$ cat config.mk
export PLATFORM = sky130hd
export DESIGN_NAME = line_burst_adapter
export DESIGN_NICKNAME = d
export VERILOG_FILES = /design/src/rtl/l1_pkg.sv /design/src/rtl/line_burst_adapter.sv
export SDC_FILE = /design/constraint.sdc
export NUM_CORES = 1
export LEC_CHECK = 0
export BUFFER_PORTS_ARGS = -buffer_cell sky130_fd_sc_hd__buf_2
export CAP_MARGIN = 15
export CORE_MARGIN = 10
export CORE_UTILIZATION = 31
export CTS_BUF_LIST = sky130_fd_sc_hd__clkbuf_4 sky130_fd_sc_hd__clkbuf_8
export CTS_CLUSTER_SIZE = 10
export DETAILED_ROUTE_END_ITERATION = 7
export PLACE_DENSITY = 0.59
export SKIP_CTS_REPAIR_TIMING = 1
export SYNTH_ARGS = -nofsm -noshare
export SYNTH_HDL_FRONTEND = slang
export SYNTH_SLANG_ARGS = --single-unit
$ cat constraint.sdc
create_clock -name clk -period 4.5 [get_ports clk]
set_clock_uncertainty 0.1 [all_clocks]
set_input_delay 0.675 -clock clk [delete_from_list [all_inputs] [get_ports clk]]
set_output_delay 0.675 -clock clk [all_outputs]
set_load 0.005 [all_outputs]
$ cat src/rtl/l1_pkg.sv
// Shared definitions for the L1 cache memory-side blocks.
// Holds the line/beat geometry and the line-to-burst adapter state encoding.
package l1_pkg;

    localparam int unsigned LINE_WIDTH       = 256;
    localparam int unsigned BEAT_WIDTH       = 64;
    localparam int unsigned BEATS            = LINE_WIDTH / BEAT_WIDTH;
    localparam int unsigned LINE_OFFSET_BITS = 5;
    localparam int unsigned BEAT_CNT_WIDTH   = $clog2(BEATS);

    typedef enum logic [1:0] {
        IDLE,
        READ,
        WRITE,
        DONE
    } line_burst_state_t;

endpackage

$ cat src/rtl/line_burst_adapter.sv
// line_burst_adapter: memory-side responder for the L1 cache pmem port.
// Turns each 256-bit line read/write into a 4-beat, 64-bit burst and answers
// the cache with a one-cycle line_resp once the last beat has completed.
//
// Ports:
//   clk, rst        clock, synchronous active-high reset
//   line_read       line read request from the cache
//   line_write      line write request from the cache (wins over line_read)
//   line_address    line byte address; low offset bits are dropped
//   line_wdata      line to be written
//   line_rdata      assembled read line, valid in the line_resp cycle
//   line_resp       one-cycle completion pulse
//   burst_address   32-byte-aligned burst address
//   burst_read      burst read request, high for the whole read burst
//   burst_write     burst write request, high for the whole write burst
//   burst_wdata     current write beat
//   burst_rdata     incoming read beat
//   burst_resp      one strobe per accepted/valid beat
module line_burst_adapter
    import l1_pkg::*;
(
    input  logic                  clk,
    input  logic                  rst,
    input  logic                  line_read,
    input  logic                  line_write,
    input  logic [31:0]           line_address,
    input  logic [LINE_WIDTH-1:0] line_wdata,
    output logic [LINE_WIDTH-1:0] line_rdata,
    output logic                  line_resp,
    output logic [31:0]           burst_address,
    output logic                  burst_read,
    output logic                  burst_write,
    output logic [BEAT_WIDTH-1:0] burst_wdata,
    input  logic [BEAT_WIDTH-1:0] burst_rdata,
    input  logic                  burst_resp
);

    localparam logic [BEAT_CNT_WIDTH-1:0] LAST_BEAT = BEAT_CNT_WIDTH'(BEATS - 1);

    line_burst_state_t                     state;
    logic [BEAT_CNT_WIDTH-1:0]             beat_cnt;
    logic [BEAT_CNT_WIDTH-1:0]             beat_cnt_inc;
    logic [BEATS-1:0][BEAT_WIDTH-1:0]      latched_wdata;
    logic [BEATS-1:0][BEAT_WIDTH-1:0]      rdata_line;
    logic                                  unused_offset_bits;

    assign beat_cnt_inc       = beat_cnt + 1'b1;
    assign line_rdata         = rdata_line;
    // The byte offset within the line is irrelevant to a whole-line burst.
    assign unused_offset_bits = ^line_address[LINE_OFFSET_BITS-1:0];

    always_ff @(posedge clk) begin
        if (rst) begin
            state         <= IDLE;
            beat_cnt      <= '0;
            line_resp     <= 1'b0;
            burst_read    <= 1'b0;
            burst_write   <= 1'b0;
            burst_address <= '0;
            burst_wdata   <= '0;
            latched_wdata <= '0;
            rdata_line    <= '0;
        end else begin
            line_resp <= 1'b0;
            unique case (state)
                IDLE: begin
                    beat_cnt <= '0;
                    // A write wins if the cache raises both requests at once.
                    if (line_write) begin
                        state         <= WRITE;
                        burst_write   <= 1'b1;
                        burst_address <= {line_address[31:LINE_OFFSET_BITS],
                                          {LINE_OFFSET_BITS{1'b0}}};
                        latched_wdata <= line_wdata;
                        burst_wdata   <= line_wdata[BEAT_WIDTH-1:0];
                    end else if (line_read) begin
                        state         <= READ;
                        burst_read    <= 1'b1;
                        burst_address <= {line_address[31:LINE_OFFSET_BITS],
                                          {LINE_OFFSET_BITS{1'b0}}};
                    end
                end
                READ: begin
                    if (burst_resp) begin
                        rdata_line[beat_cnt] <= burst_rdata;
                        if (beat_cnt == LAST_BEAT) begin
                            state      <= DONE;
                            burst_read <= 1'b0;
                            line_resp  <= 1'b1;
                        end else begin
                            beat_cnt <= beat_cnt_inc;
                        end
                    end
                end
                WRITE: begin
                    if (burst_resp) begin
                        if (beat_cnt == LAST_BEAT) begin
                            state       <= DONE;
                            burst_write <= 1'b0;
                            line_resp   <= 1'b1;
                        end else begin
                            beat_cnt    <= beat_cnt_inc;
                            // Present the next beat in the cycle after the accept.
                            burst_wdata <= latched_wdata[beat_cnt_inc];
                        end
                    end
                end
                DONE: begin
                    state    <= IDLE;
                    beat_cnt <= '0;
                end
                default: begin
                    state <= IDLE;
                end
            endcase
        end
    end

endmodule

==> results_tabular.tex, run 1 <==
\begin{tabular}{lr}
\hline
Metric & Value \\
\hline
\multicolumn{2}{l}{\textbf{Run status}} \\
\quad Status & finished clean \\
\multicolumn{2}{l}{\textbf{Timing}} \\
\quad Post-route fraction of the period consumed by the critical path & about three fifths \\
\quad Final setup violation count & 0 \\
\quad Number of slew-limit violations in the final report & 0 \\
\quad Final period demand of the worst path & 2.72 ns \\
\quad Slew margin rel. & 29.7\% \\
\quad Maximum clock rate & 368 MHz \\
\quad Least-Margin Pin Slew & 1.05 ns \\
\quad Unrepaired setup endpoints after global routing & false \\
\quad Final Hold Viols & 0 \\
\quad Setup TNS after final layout & 0 ns \\
\multicolumn{2}{l}{\textbf{Drt}} \\
\quad Number of detailed-routing iterations run before antenna repair & 5 \\
\quad Via count & 22,400 \\
\quad Total wire length & around 89 mm \\
\quad Antenna-violating nets left & 0 \\
\quad Detailed-route vias per instance & about 4.7 \\
\quad Routed WL per cell & 18.7 um \\
\quad Final routed DRC violation total & 0 \\
\quad Iteration-0 DRC count of the detailed router & about 1,200 \\
\multicolumn{2}{l}{\textbf{Power}} \\
\quad Static Leak & 0.0125 uW \\
\quad Maximum resistive drop on vdd & 0.323 mV \\
\quad PwrDens & 537 nW/um\^{}2 \\
\multicolumn{2}{l}{\textbf{Hold path}} \\
\quad HP Class & input port to register \\
\multicolumn{2}{l}{\textbf{Run}} \\
\quad Max Cap Violations & 0 \\
\multicolumn{2}{l}{\textbf{Layout}} \\
\quad Multi-input gate area in the final layout & 10,800 sq um \\
\quad Final Util & approximately two fifths \\
\quad Number of nets in the final layout & 3,963 \\
\quad Count of placed standard cells in the final layout, fillers left out & 4,731 \\
\quad Reg area & 12,200 sq um \\
\quad Number of fillers in the final layout & 8,164 \\
\quad Area delta synth->final & 27.3\% \\
\quad Proportion of layout cells with a drive suffix above 1 & 29.4\% \\
\multicolumn{2}{l}{\textbf{Placement}} \\
\quad Final HPWL DP & 62.6 mm \\
\quad Number of I/O port buffers & approximately 700 \\
\quad Placed Cells & 4,530 \\
\quad Gpl congestion & between 0.8 and 0.9 \\
\multicolumn{2}{l}{\textbf{Global route}} \\
\quad Tot GR Track Use & 18.6\% \\
\quad Vias in the first global route & 21,800 \\
\quad Wire length of the first global-routing pass & 133 mm \\
\quad Antenna violations before repair & 30 \\
\quad Maximum number of pins on one net before global-route repair & 135 \\
\quad Total overflow reported by the global router & 0 \\
\multicolumn{2}{l}{\textbf{Synthesis}} \\
\quad Average cell area after synthesis & 8.11 sq um \\
\quad Area share of the largest cell type after synthesis & between 50 and 60\% \\
\quad Number of distinct library cell variants in the gate-level netlist after synthesis & 35 \\
\quad Cell type contributing the most total cell area after synthesis & sky130\_fd\_sc\_hd\_\_dfxtp\_1 \\
\quad Top cells by area, synth & sky130\_fd\_sc\_hd\_\_dfxtp\_1, sky130\_fd\_sc\_hd\_\_nand2\_1, sky130\_fd\_sc\_hd\_\_a21oi\_1, sky130\_fd\_sc\_hd\_\_mux2i\_1, sky130\_fd\_sc\_hd\_\_nor3\_2 \\
\quad Total of warnings raised by yosys & 0 \\
\quad Total standard cell area after synthesis & about 24,000 sq um \\
\quad Yosys reg bits & 610 \\
\quad Cell count after synthesis & 2,975 \\
\quad Sequential element share of the synthesized area & roughly 50\% \\
\multicolumn{2}{l}{\textbf{Setup path}} \\
\quad Data arrival at the endpoint of the critical path & 3.14 ns \\
\quad Kind of critical path & register to register \\
\quad CP max FO & 37 \\
\quad Startpoint Class & register \\
\quad Critical path capture point type & register \\
\quad Required time of the worst setup path & 4.92 ns \\
\multicolumn{2}{l}{\textbf{Floorplan}} \\
\quad Core area & 77,300 sq um \\
\quad Die boundary height & 299 um \\
\quad Number of top-level pins & 712 \\
\quad DIE WIDTH & 299 um \\
\quad Total number of placement rows & about 100 \\
\quad Initial Utilization & a little under a third \\
\quad Die ar. & 89,400 sq um \\
\multicolumn{2}{l}{\textbf{Clock network}} \\
\quad TritonCTS clock tree & yes \\
\quad Clk\_lat worst skew & 0.74 ns \\
\quad Number of clock sinks seen by CTS & approximately 600 \\
\quad Number of levels in the clock H-tree & 3 \\
\quad Root buf cell & sky130\_fd\_sc\_hd\_\_clkbuf\_8 \\
\quad Clock-pin slew of the registers on the worst-case setup and hold paths & 0.07 ns \\
\quad Worst-case clock buffer depth & 3 \\
\quad Number of buffers inserted during clock tree synthesis & $\sim$110 \\
\hline
\end{tabular}
[kinds of logic after synthesis]
family                     after synthesis  synth area share (%)
and+or+nand+nor                       1363                  25.2
AOI/OAI and AO/OA                      616                  13.3
DFF                                    610                  50.6
buffers and inverters                  245                  5.02
muxes                                  130                  5.39
adders and majority gates                9                 0.467
other                                    1                0.0155
xor gates and xnor gates                 1                0.0363
[where the power goes]
part,switching [uW],leakage [uW],total [uW],internal [uW]
sequential,419,0.00497,6600,6180
combinational,2780,0.00623,4380,1600
clock,2370,0.00125,5530,3160
[critical path: stages (launching register included)]
cell and delay, ns:
sky130_fd_sc_hd__dfxtp_1 0.32, sky130_fd_sc_hd__inv_1 0.10, sky130_fd_sc_hd__ha_1 0.46, sky130_fd_sc_hd__nand3_2 0.77, sky130_fd_sc_hd__buf_4 0.55, sky130_fd_sc_hd__nand2_1 0.11
sky130_fd_sc_hd__a21oi_1 0.06
[final cells by class]
cell class	instances	area share (%)
antenna	9	0.0733
clock buffer	178	7.04
clock inverter	14	0.611
inverter	6	0.0733
multi-input combinational	2124	35.1
sequential	610	39.8
tap	1040	4.24
timing repair buffer	750	13.1
[registers in the layout (all words and copies together) (netlist names)]
| name | flops |
|---|---|
| latched_wdata | 256 |
| line_rdata | 256 |
| burst_wdata | 64 |
| burst_address | 27 |
| beat_cnt | 2 |
| state | 2 |
| burst_read | 1 |
| burst_write | 1 |
| line_resp | 1 |
[synthesized netlist by cell type]
master and instances:
sky130_fd_sc_hd__dfxtp_1 610, sky130_fd_sc_hd__o21bai_1 1, sky130_fd_sc_hd__nor2b_4 1, sky130_fd_sc_hd__o21a_1 1, sky130_fd_sc_hd__buf_2 72, sky130_fd_sc_hd__buf_1 7, sky130_fd_sc_hd__inv_1 6, sky130_fd_sc_hd__o21ai_0 1
sky130_fd_sc_hd__buf_6 12, sky130_fd_sc_hd__nand2_1 1084, sky130_fd_sc_hd__xnor2_1 1, sky130_fd_sc_hd__o22ai_1 64, sky130_fd_sc_hd__nor2_1 71, sky130_fd_sc_hd__nor3_2 120, sky130_fd_sc_hd__nor2_2 1, sky130_fd_sc_hd__buf_4 30
sky130_fd_sc_hd__nor3_1 8, sky130_fd_sc_hd__a211oi_4 1, sky130_fd_sc_hd__o31ai_1 1, sky130_fd_sc_hd__ha_1 9, sky130_fd_sc_hd__a211o_1 1, sky130_fd_sc_hd__nand4_1 1, sky130_fd_sc_hd__a21oi_1 542, sky130_fd_sc_hd__nor2b_1 64
sky130_fd_sc_hd__o21ai_2 1, sky130_fd_sc_hd__a211oi_1 1, sky130_fd_sc_hd__nand2b_1 3, sky130_fd_sc_hd__and2_1 1, sky130_fd_sc_hd__conb_1 1, sky130_fd_sc_hd__clkbuf_1 118, sky130_fd_sc_hd__mux2i_1 130, sky130_fd_sc_hd__a22oi_1 2
sky130_fd_sc_hd__and3_1 4, sky130_fd_sc_hd__nand2b_4 1, sky130_fd_sc_hd__nand3_1 4
[final timing paths]
check,startpoint,endpoint,slack (ns),cells past startpoint
worst max-delay path,state[1],line_rdata[242],1.78,6
worst min-delay path,line_wdata[225],latched_wdata[225],0.07,3
worst max register to register,state[1],line_rdata[242],1.78,6
worst min register to register,line_rdata[157],line_rdata[157],0.35,2
[cell usage in the layout, fill, tap and decap left out, types with 46 or more instances in the layout]
cell type / count
sky130_fd_sc_hd__nor2_1: 71
sky130_fd_sc_hd__dfxtp_1: 609
sky130_fd_sc_hd__clkbuf_8: 132
sky130_fd_sc_hd__nor3_2: 120
sky130_fd_sc_hd__mux2i_1: 130
sky130_fd_sc_hd__o22ai_1: 64
sky130_fd_sc_hd__buf_2: 700
sky130_fd_sc_hd__nand2_1: 1082
sky130_fd_sc_hd__a21oi_1: 542
sky130_fd_sc_hd__nor2b_1: 64
sky130_fd_sc_hd__clkbuf_4: 46
[metal layers]
metal	global-route usage [%]	up-vias	part of all wire, %
met4	7.23	38	3.1
met1	22.3	10400	41
li1	-	11000	-
met2	30.2	791	47
met5	0	-	0.30
met3	6.73	179	8.9
[stage by stage]
stage,hold WS [ns],worst slack [ns],power [uW],instance area [sq um]
after floorplan,0.336,2.20,9660,24200
final,0.0680,1.78,16500,30700
after global routing,0.00713,1.57,17500,30700
after global placement,0.339,1.75,11100,28400
after detailed placement,0.343,1.74,11200,28400
after CTS,-0.0188,1.74,16700,30700
Power figures use the tool's default switching activity.
==> inputs of run 2 (changes only) <==
==> constraint.sdc (replaced) <==
create_clock -name clk -period 2.7 [get_ports clk]
set_clock_uncertainty 0.1 [all_clocks]
set_input_delay 0.405 -clock clk [delete_from_list [all_inputs] [get_ports clk]]
set_output_delay 0.405 -clock clk [all_outputs]
set_load 0.005 [all_outputs]
==> run 2 against run 1 <==
- flip-flop and latch count did not move
- clock-buffer cell count fell by 9
- combinational power rose by 88%
- worst hold slack improved by 0.050 ns
- worst setup slack got worse by 1.6 ns
==> results_tabular.tex, run 2 (synthesis results as in run 1) <==
\begin{tabular}{lr}
\hline
Metric & Value \\
\hline
\multicolumn{2}{l}{\textbf{Run status}} \\
\quad Status & finished clean \\
\multicolumn{2}{l}{\textbf{Timing}} \\
\quad Unrepaired setup endpoints after global routing & false \\
\quad Final setup violation count & 0 \\
\quad Hold Slack & 0.118 ns \\
\quad Post-route fraction of the period consumed by the critical path & 93.2\% \\
\quad Number of slew-limit violations in the final report & 0 \\
\quad Slew margin rel. & 40.7\% \\
\quad Maximum clock rate & 397 MHz \\
\quad Setup TNS after final layout & 0 ns \\
\quad Final period demand of the worst path & 2.52 ns \\
\quad Final Hold Viols & 0 \\
\quad Least-Margin Pin Slew & 0.889 ns \\
\multicolumn{2}{l}{\textbf{Power}} \\
\quad Total power & between 20,000 and 30,000 uW \\
\quad Share of power burned in the clock network & approximately a third \\
\quad Part of the total power dissipated in sequential elements & 38.9\% \\
\quad Maximum resistive drop on vdd & 0.453 mV \\
\quad Switching share of total power & 33.8\% \\
\quad P\_int & 18,700 uW \\
\quad Switching power of the nets & about 9600 uW \\
\quad Static Leak & 0.0142 uW \\
\quad PwrDens & a little over 800 nW/um\^{}2 \\
\quad Comb power frac & 29.0\% \\
\multicolumn{2}{l}{\textbf{Global route}} \\
\quad Tot GR Track Use & a little under a fifth \\
\quad Vias in the first global route & 22,400 \\
\quad Wire length of the first global-routing pass & 136 mm \\
\quad Total overflow reported by the global router & 0 \\
\quad Maximum number of pins on one net before global-route repair & 117 \\
\quad Met1 demand-to-capacity share in global routing & 22.8\% \\
\quad Met3 usage & 7.03\% \\
\quad Antenna violations before repair & 13 \\
\quad Most used routing layer in global routing & met2 \\
\quad Met2 track demand over resource & 31.2\% \\
\multicolumn{2}{l}{\textbf{Floorplan}} \\
\quad DIE WIDTH & 299 um \\
\quad Die ar. & 89,400 sq um \\
\quad Core area & 77,300 sq um \\
\quad Total number of placement rows & slightly above 100 \\
\quad Number of top-level pins & approximately 710 \\
\quad Die boundary height & $\sim$300 um \\
\quad Initial Utilization & 31.2\% \\
\multicolumn{2}{l}{\textbf{Placement}} \\
\quad Number of I/O port buffers & 701 \\
\quad Gpl congestion & 0.875 \\
\quad Final HPWL DP & 64.3 mm \\
\multicolumn{2}{l}{\textbf{Clock network}} \\
\quad Number of levels in the clock H-tree & 3 \\
\quad TritonCTS clock tree & yes \\
\quad Clk\_lat worst skew & just over 0.7 ns \\
\quad Number of buffers inserted during clock tree synthesis & a little over 100 \\
\quad Clock-pin slew of the registers on the worst-case setup and hold paths & 0.06 ns \\
\quad Root buf cell & sky130\_fd\_sc\_hd\_\_clkbuf\_8 \\
\quad Worst-case clock buffer depth & 3 \\
\quad Number of clock sinks seen by CTS & 610 \\
\multicolumn{2}{l}{\textbf{Setup path}} \\
\quad Required time of the worst setup path & 3.26 ns \\
\quad Data arrival at the endpoint of the critical path & 3.08 ns \\
\quad Critical path capture point type & register \\
\quad CP max FO & 25 \\
\quad Setup slack on the worst flop-to-flop path & 0.18 ns \\
\quad Startpoint Class & register \\
\quad Kind of critical path & register to register \\
\multicolumn{2}{l}{\textbf{Drt}} \\
\quad Via count & between 20,000 and 25,000 \\
\quad Total wire length & between 90 and 100 mm \\
\quad Detailed-route vias per instance & 4.78 \\
\quad Final routed DRC violation total & 0 \\
\quad Number of detailed-routing iterations run before antenna repair & 5 \\
\quad Antenna-violating nets left & 0 \\
\quad Iteration-0 DRC count of the detailed router & 1,493 \\
\quad Routed WL per cell & 18.6 um \\
\multicolumn{2}{l}{\textbf{Layout}} \\
\quad Most frequent standard cell in the layout excluding fill and tap cells & sky130\_fd\_sc\_hd\_\_nand2\_1 \\
\quad Number of nets in the final layout & $\sim$4,400 \\
\quad Proportion of layout cells with a drive suffix above 1 & 27.3\% \\
\quad Area delta synth->final & 44.2\% \\
\quad Most frequent cells in the layout & sky130\_fd\_sc\_hd\_\_nand2\_1, sky130\_fd\_sc\_hd\_\_buf\_2, sky130\_fd\_sc\_hd\_\_dfxtp\_1, sky130\_fd\_sc\_hd\_\_a21oi\_1, sky130\_fd\_sc\_hd\_\_dlygate4sd3\_1 \\
\quad Final Util & 45.0\% \\
\multicolumn{2}{l}{\textbf{Hold path}} \\
\quad HP Class & input port to register \\
\multicolumn{2}{l}{\textbf{Run}} \\
\quad Max Cap Violations & 0 \\
\hline
\end{tabular}
-- run 2: metal layers --
metal / vias to the layer above / wire (um)
met2: 969 / 45200
met1: 11500 / 39000
met4: 2 / 3260
li1: 11800 / -
met5: - / 11
met3: 195 / 7870
-- run 2: final timing paths --
check	cells past startpoint	start	to
max	7	state[0]	latched_wdata[123]
min	3	line_write	state[1]
max reg2reg	7	state[0]	latched_wdata[123]
min reg2reg	2	line_rdata[213]	line_rdata[213]
-- run 2: cell type report --
cell class | instances | area [sq um]
Fill cell | 7599 | 42500
Sequential cell | 610 | 12200
Multi-Input combinational cell | 2124 | 10800
Timing Repair Buffer | 1141 | 8150
Clock buffer | 169 | 2080
Tap cell | 1040 | 1300
Clock inverter | 18 | 215
Antenna cell | 13 | 32.5
Inverter | 6 | 22.5
-- run 2: through the flow --
step | cell area (sq um) | std cells | worst slack (ns)
finish | 34800 | 5121 | 0.184
global route | 34800 | 5115 | 0.0374
CTS | 31200 | 4751 | 0.483
detailed placement | 28900 | 4564 | 0.500
global placement | 28900 | 4564 | 0.521
floorplan | 24200 | 2979 | 0.403
-- run 2: power groups by stage --
stage          Clock [uW]  Sequential [uW]  Combinational (uW)
2_1_floorplan           0            11100                5030
3_3_place_gp            0            11200                7750
3_5_place_dp            0            11200                7810
4_1_cts              9270            11000                7830
5_1_grt              9710            11200                8990
6_report             9080            11000                8220
-- run 2: critical path, stage by stage, from the launching register on --
cell,delay (ns)
sky130_fd_sc_hd__dfxtp_1,0.33
sky130_fd_sc_hd__inv_1,0.11
sky130_fd_sc_hd__ha_1,0.35
sky130_fd_sc_hd__and2_4,0.53
sky130_fd_sc_hd__buf_4,0.27
sky130_fd_sc_hd__nand2_1,0.06
sky130_fd_sc_hd__a21oi_1,0.14
sky130_fd_sc_hd__dlygate4sd3_1,0.58
==> inputs of run 3 (changes only) <==
--- a/config.mk
+++ b/config.mk
@@ -9,9 +9,9 @@
 export CAP_MARGIN = 15
 export CORE_MARGIN = 10
 export CORE_UTILIZATION = 31
-export CTS_BUF_LIST = sky130_fd_sc_hd__clkbuf_4 sky130_fd_sc_hd__clkbuf_8
 export CTS_CLUSTER_SIZE = 10
 export DETAILED_ROUTE_END_ITERATION = 7
+export MAX_ROUTING_LAYER = met4
 export PLACE_DENSITY = 0.59
 export SKIP_CTS_REPAIR_TIMING = 1
 export SYNTH_ARGS = -nofsm -noshare
==> run 3 against run 2 <==
- the flow now finishes with violations (hold timing)
- critical endpoint is now burst_wdata[11]
- core utilization down 0.80 points
- critical path type unchanged
- final cell count down 2.5%
- largest cell class unchanged
- global-route usage rose by 0.42 points
- register-to-register slack gained 0.30 ns
- worst setup slack better by 0.30 ns
- combinational power fell by 1%
==> results_tabular.tex, run 3 (synthesis results as in run 1) <==
\begin{tabular}{lr}
\hline
Metric & Value \\
\hline
\multicolumn{2}{l}{\textbf{Run status}} \\
\quad Status & finished, violations left \\
\quad Violations in the final reports & hold timing \\
\multicolumn{2}{l}{\textbf{Drt}} \\
\quad Total wire length & 93.4 mm \\
\quad Antenna-violating nets left & 0 \\
\quad Iteration-0 DRC count of the detailed router & 1,410 \\
\quad Via count & between 20,000 and 25,000 \\
\quad Number of detailed-routing iterations run before antenna repair & 6 \\
\quad Detailed-route vias per instance & about 4.8 \\
\quad Final routed DRC violation total & 0 \\
\quad Routed WL per cell & 18.7 um \\
\multicolumn{2}{l}{\textbf{Global route}} \\
\quad Tot GR Track Use & 19.5\% \\
\quad Total overflow reported by the global router & 0 \\
\quad Vias in the first global route & about 22,000 \\
\quad Wire length of the first global-routing pass & 134 mm \\
\quad Maximum number of pins on one net before global-route repair & 117 \\
\quad Antenna violations before repair & 18 \\
\multicolumn{2}{l}{\textbf{Setup path}} \\
\quad Ordered cell list for the critical path & inv\_1 -> ha\_1 -> nor2b\_4 -> a211o\_4 -> buf\_12 -> nor3\_2 -> nor3\_2 \\
\quad Startpoint Class & register \\
\quad Data arrival at the endpoint of the critical path & 2.59 ns \\
\quad Required time of the worst setup path & 3.08 ns \\
\quad Library cell contributing the largest single delay on the critical path & sky130\_fd\_sc\_hd\_\_a211o\_4 \\
\quad Critical path capture point type & register \\
\quad Kind of critical path & register to register \\
\quad Most numerous cell on the critical path & sky130\_fd\_sc\_hd\_\_nor3\_2 \\
\quad Largest stage delay on the critical path & 0.44 ns \\
\quad CP max FO & 26 \\
\multicolumn{2}{l}{\textbf{Layout}} \\
\quad Area delta synth->final & 41.6\% \\
\quad Number of nets in the final layout & between 4,000 and 5,000 \\
\quad Most frequent cells in the layout & sky130\_fd\_sc\_hd\_\_nand2\_1, sky130\_fd\_sc\_hd\_\_buf\_2, sky130\_fd\_sc\_hd\_\_dfxtp\_1, sky130\_fd\_sc\_hd\_\_a21oi\_1, sky130\_fd\_sc\_hd\_\_dlygate4sd3\_1 \\
\quad Count of placed standard cells in the final layout, fillers left out & 4,994 \\
\quad Most frequent standard cell in the layout excluding fill and tap cells & sky130\_fd\_sc\_hd\_\_nand2\_1 \\
\quad Proportion of layout cells with a drive suffix above 1 & approximately 26\% \\
\multicolumn{2}{l}{\textbf{Timing}} \\
\quad Post-route fraction of the period consumed by the critical path & 82.1\% \\
\quad Final setup violation count & 0 \\
\quad Maximum clock rate & roughly 450 MHz \\
\quad Setup TNS after final layout & 0 ns \\
\quad Hold Slack & -0.0112 ns \\
\quad Final Hold Viols & 1 \\
\quad Slew margin rel. & between 40\% and 50\% \\
\quad Final period demand of the worst path & 2.22 ns \\
\quad Unrepaired setup endpoints after global routing & false \\
\quad Number of slew-limit violations in the final report & 0 \\
\quad Least-Margin Pin Slew & 0.878 ns \\
\multicolumn{2}{l}{\textbf{Run}} \\
\quad Max Cap Violations & 0 \\
\multicolumn{2}{l}{\textbf{Floorplan}} \\
\quad Initial Utilization & 31.2\% \\
\quad DIE WIDTH & 299 um \\
\quad Die ar. & 89,400 sq um \\
\quad Core area & around 77,000 sq um \\
\quad Die boundary height & between 200 and 300 um \\
\quad Number of top-level pins & around 710 \\
\quad Total number of placement rows & 102 \\
\multicolumn{2}{l}{\textbf{Clock network}} \\
\quad Number of buffers inserted during clock tree synthesis & 74 \\
\quad Number of levels in the clock H-tree & 3 \\
\quad Root buf cell & sky130\_fd\_sc\_hd\_\_clkbuf\_16 \\
\quad Clock-pin slew of the registers on the worst-case setup and hold paths & 0.05 ns \\
\quad Number of clock sinks seen by CTS & 610 \\
\quad Worst-case clock buffer depth & 3 \\
\quad Clk\_lat worst skew & about 0.6 ns \\
\quad TritonCTS clock tree & yes \\
\multicolumn{2}{l}{\textbf{Power}} \\
\quad Maximum resistive drop on vdd & 0.491 mV \\
\quad PwrDens & 824 nW/um\^{}2 \\
\quad Static Leak & 0.0138 uW \\
\multicolumn{2}{l}{\textbf{Hold path}} \\
\quad HP Class & input port to register \\
\multicolumn{2}{l}{\textbf{Placement}} \\
\quad Final HPWL DP & between 60 and 70 mm \\
\quad Placed Cells & 4,564 \\
\quad Number of I/O port buffers & around 700 \\
\quad Gpl congestion & 0.889 \\
\hline
\end{tabular}
-- run 3: changes by cell type in the layout (fill, tap and decap cells not counted), sizes merged --
cell	previous run	this run
dlygate4sd3	357	310
clkinvlp	1	0
inv	9	8
diode	13	18
bufinv	3	1
clkbuf	169	95
clkinv	11	4
-- run 3: through the flow --
step           util (%)  worst slack [ns]  instance area [sq um]  total power (uW)  hold slack [ns]
4_1_cts            40.1             0.478                  31000             28100           -0.116
2_1_floorplan         -             0.403                  24200             16100            0.336
6_report           44.2             0.484                  34200             28200          -0.0112
3_5_place_dp       37.4             0.500                  28900             19000            0.343
3_3_place_gp       37.4             0.521                  28900             18900            0.338
5_1_grt            44.2             0.361                  34200             29700         -0.00614
-- run 3: worst paths after layout --
kind | from | end | slack, ns | cells after the start
max | state[0] | burst_wdata[11] | 0.48 | 7
min | line_wdata[163] | latched_wdata[163] | -0.01 | 3
max reg2reg | state[0] | burst_wdata[11] | 0.48 | 7
min reg2reg | line_rdata[213] | line_rdata[213] | 0.35 | 2
-- run 3: critical path, delay by kind of cell (launching register included) --
kind | cells | cell delay [ns]
compound gates | 1 | 0.44
flops | 1 | 0.36
simple gates | 3 | 0.48
fa+ha+maj | 1 | 0.31
buf+inv | 2 | 0.35
-- run 3: layer usage --
layer / up-vias / GRT usage, % / part of all wire [%]
met3: 179 / 6.28 / 8.1
met1: 11100 / 22.8 / 41
met2: 921 / 30.6 / 47
li1: 11600 / - / -
met4: 0 / 7.88 / 4.0
met5: - / - / 0
-- run 3: power by group --
part           internal, uW  switching [uW]  total (uW)
registers             10300             705       11000
logic                  3220            4890        8120
clock network          5290            3760        9050
-- run 3: layout make-up --
class | instances | area [sq um]
inverters | 6 | 22.5
clock buffers | 95 | 2010
well taps | 1040 | 1300
clock inverters | 7 | 119
repair buffers | 1094 | 7680
flip-flops and latches | 610 | 12200
multi-input cells | 2124 | 10800
fillers | 7657 | 43200
diodes | 18 | 45.0
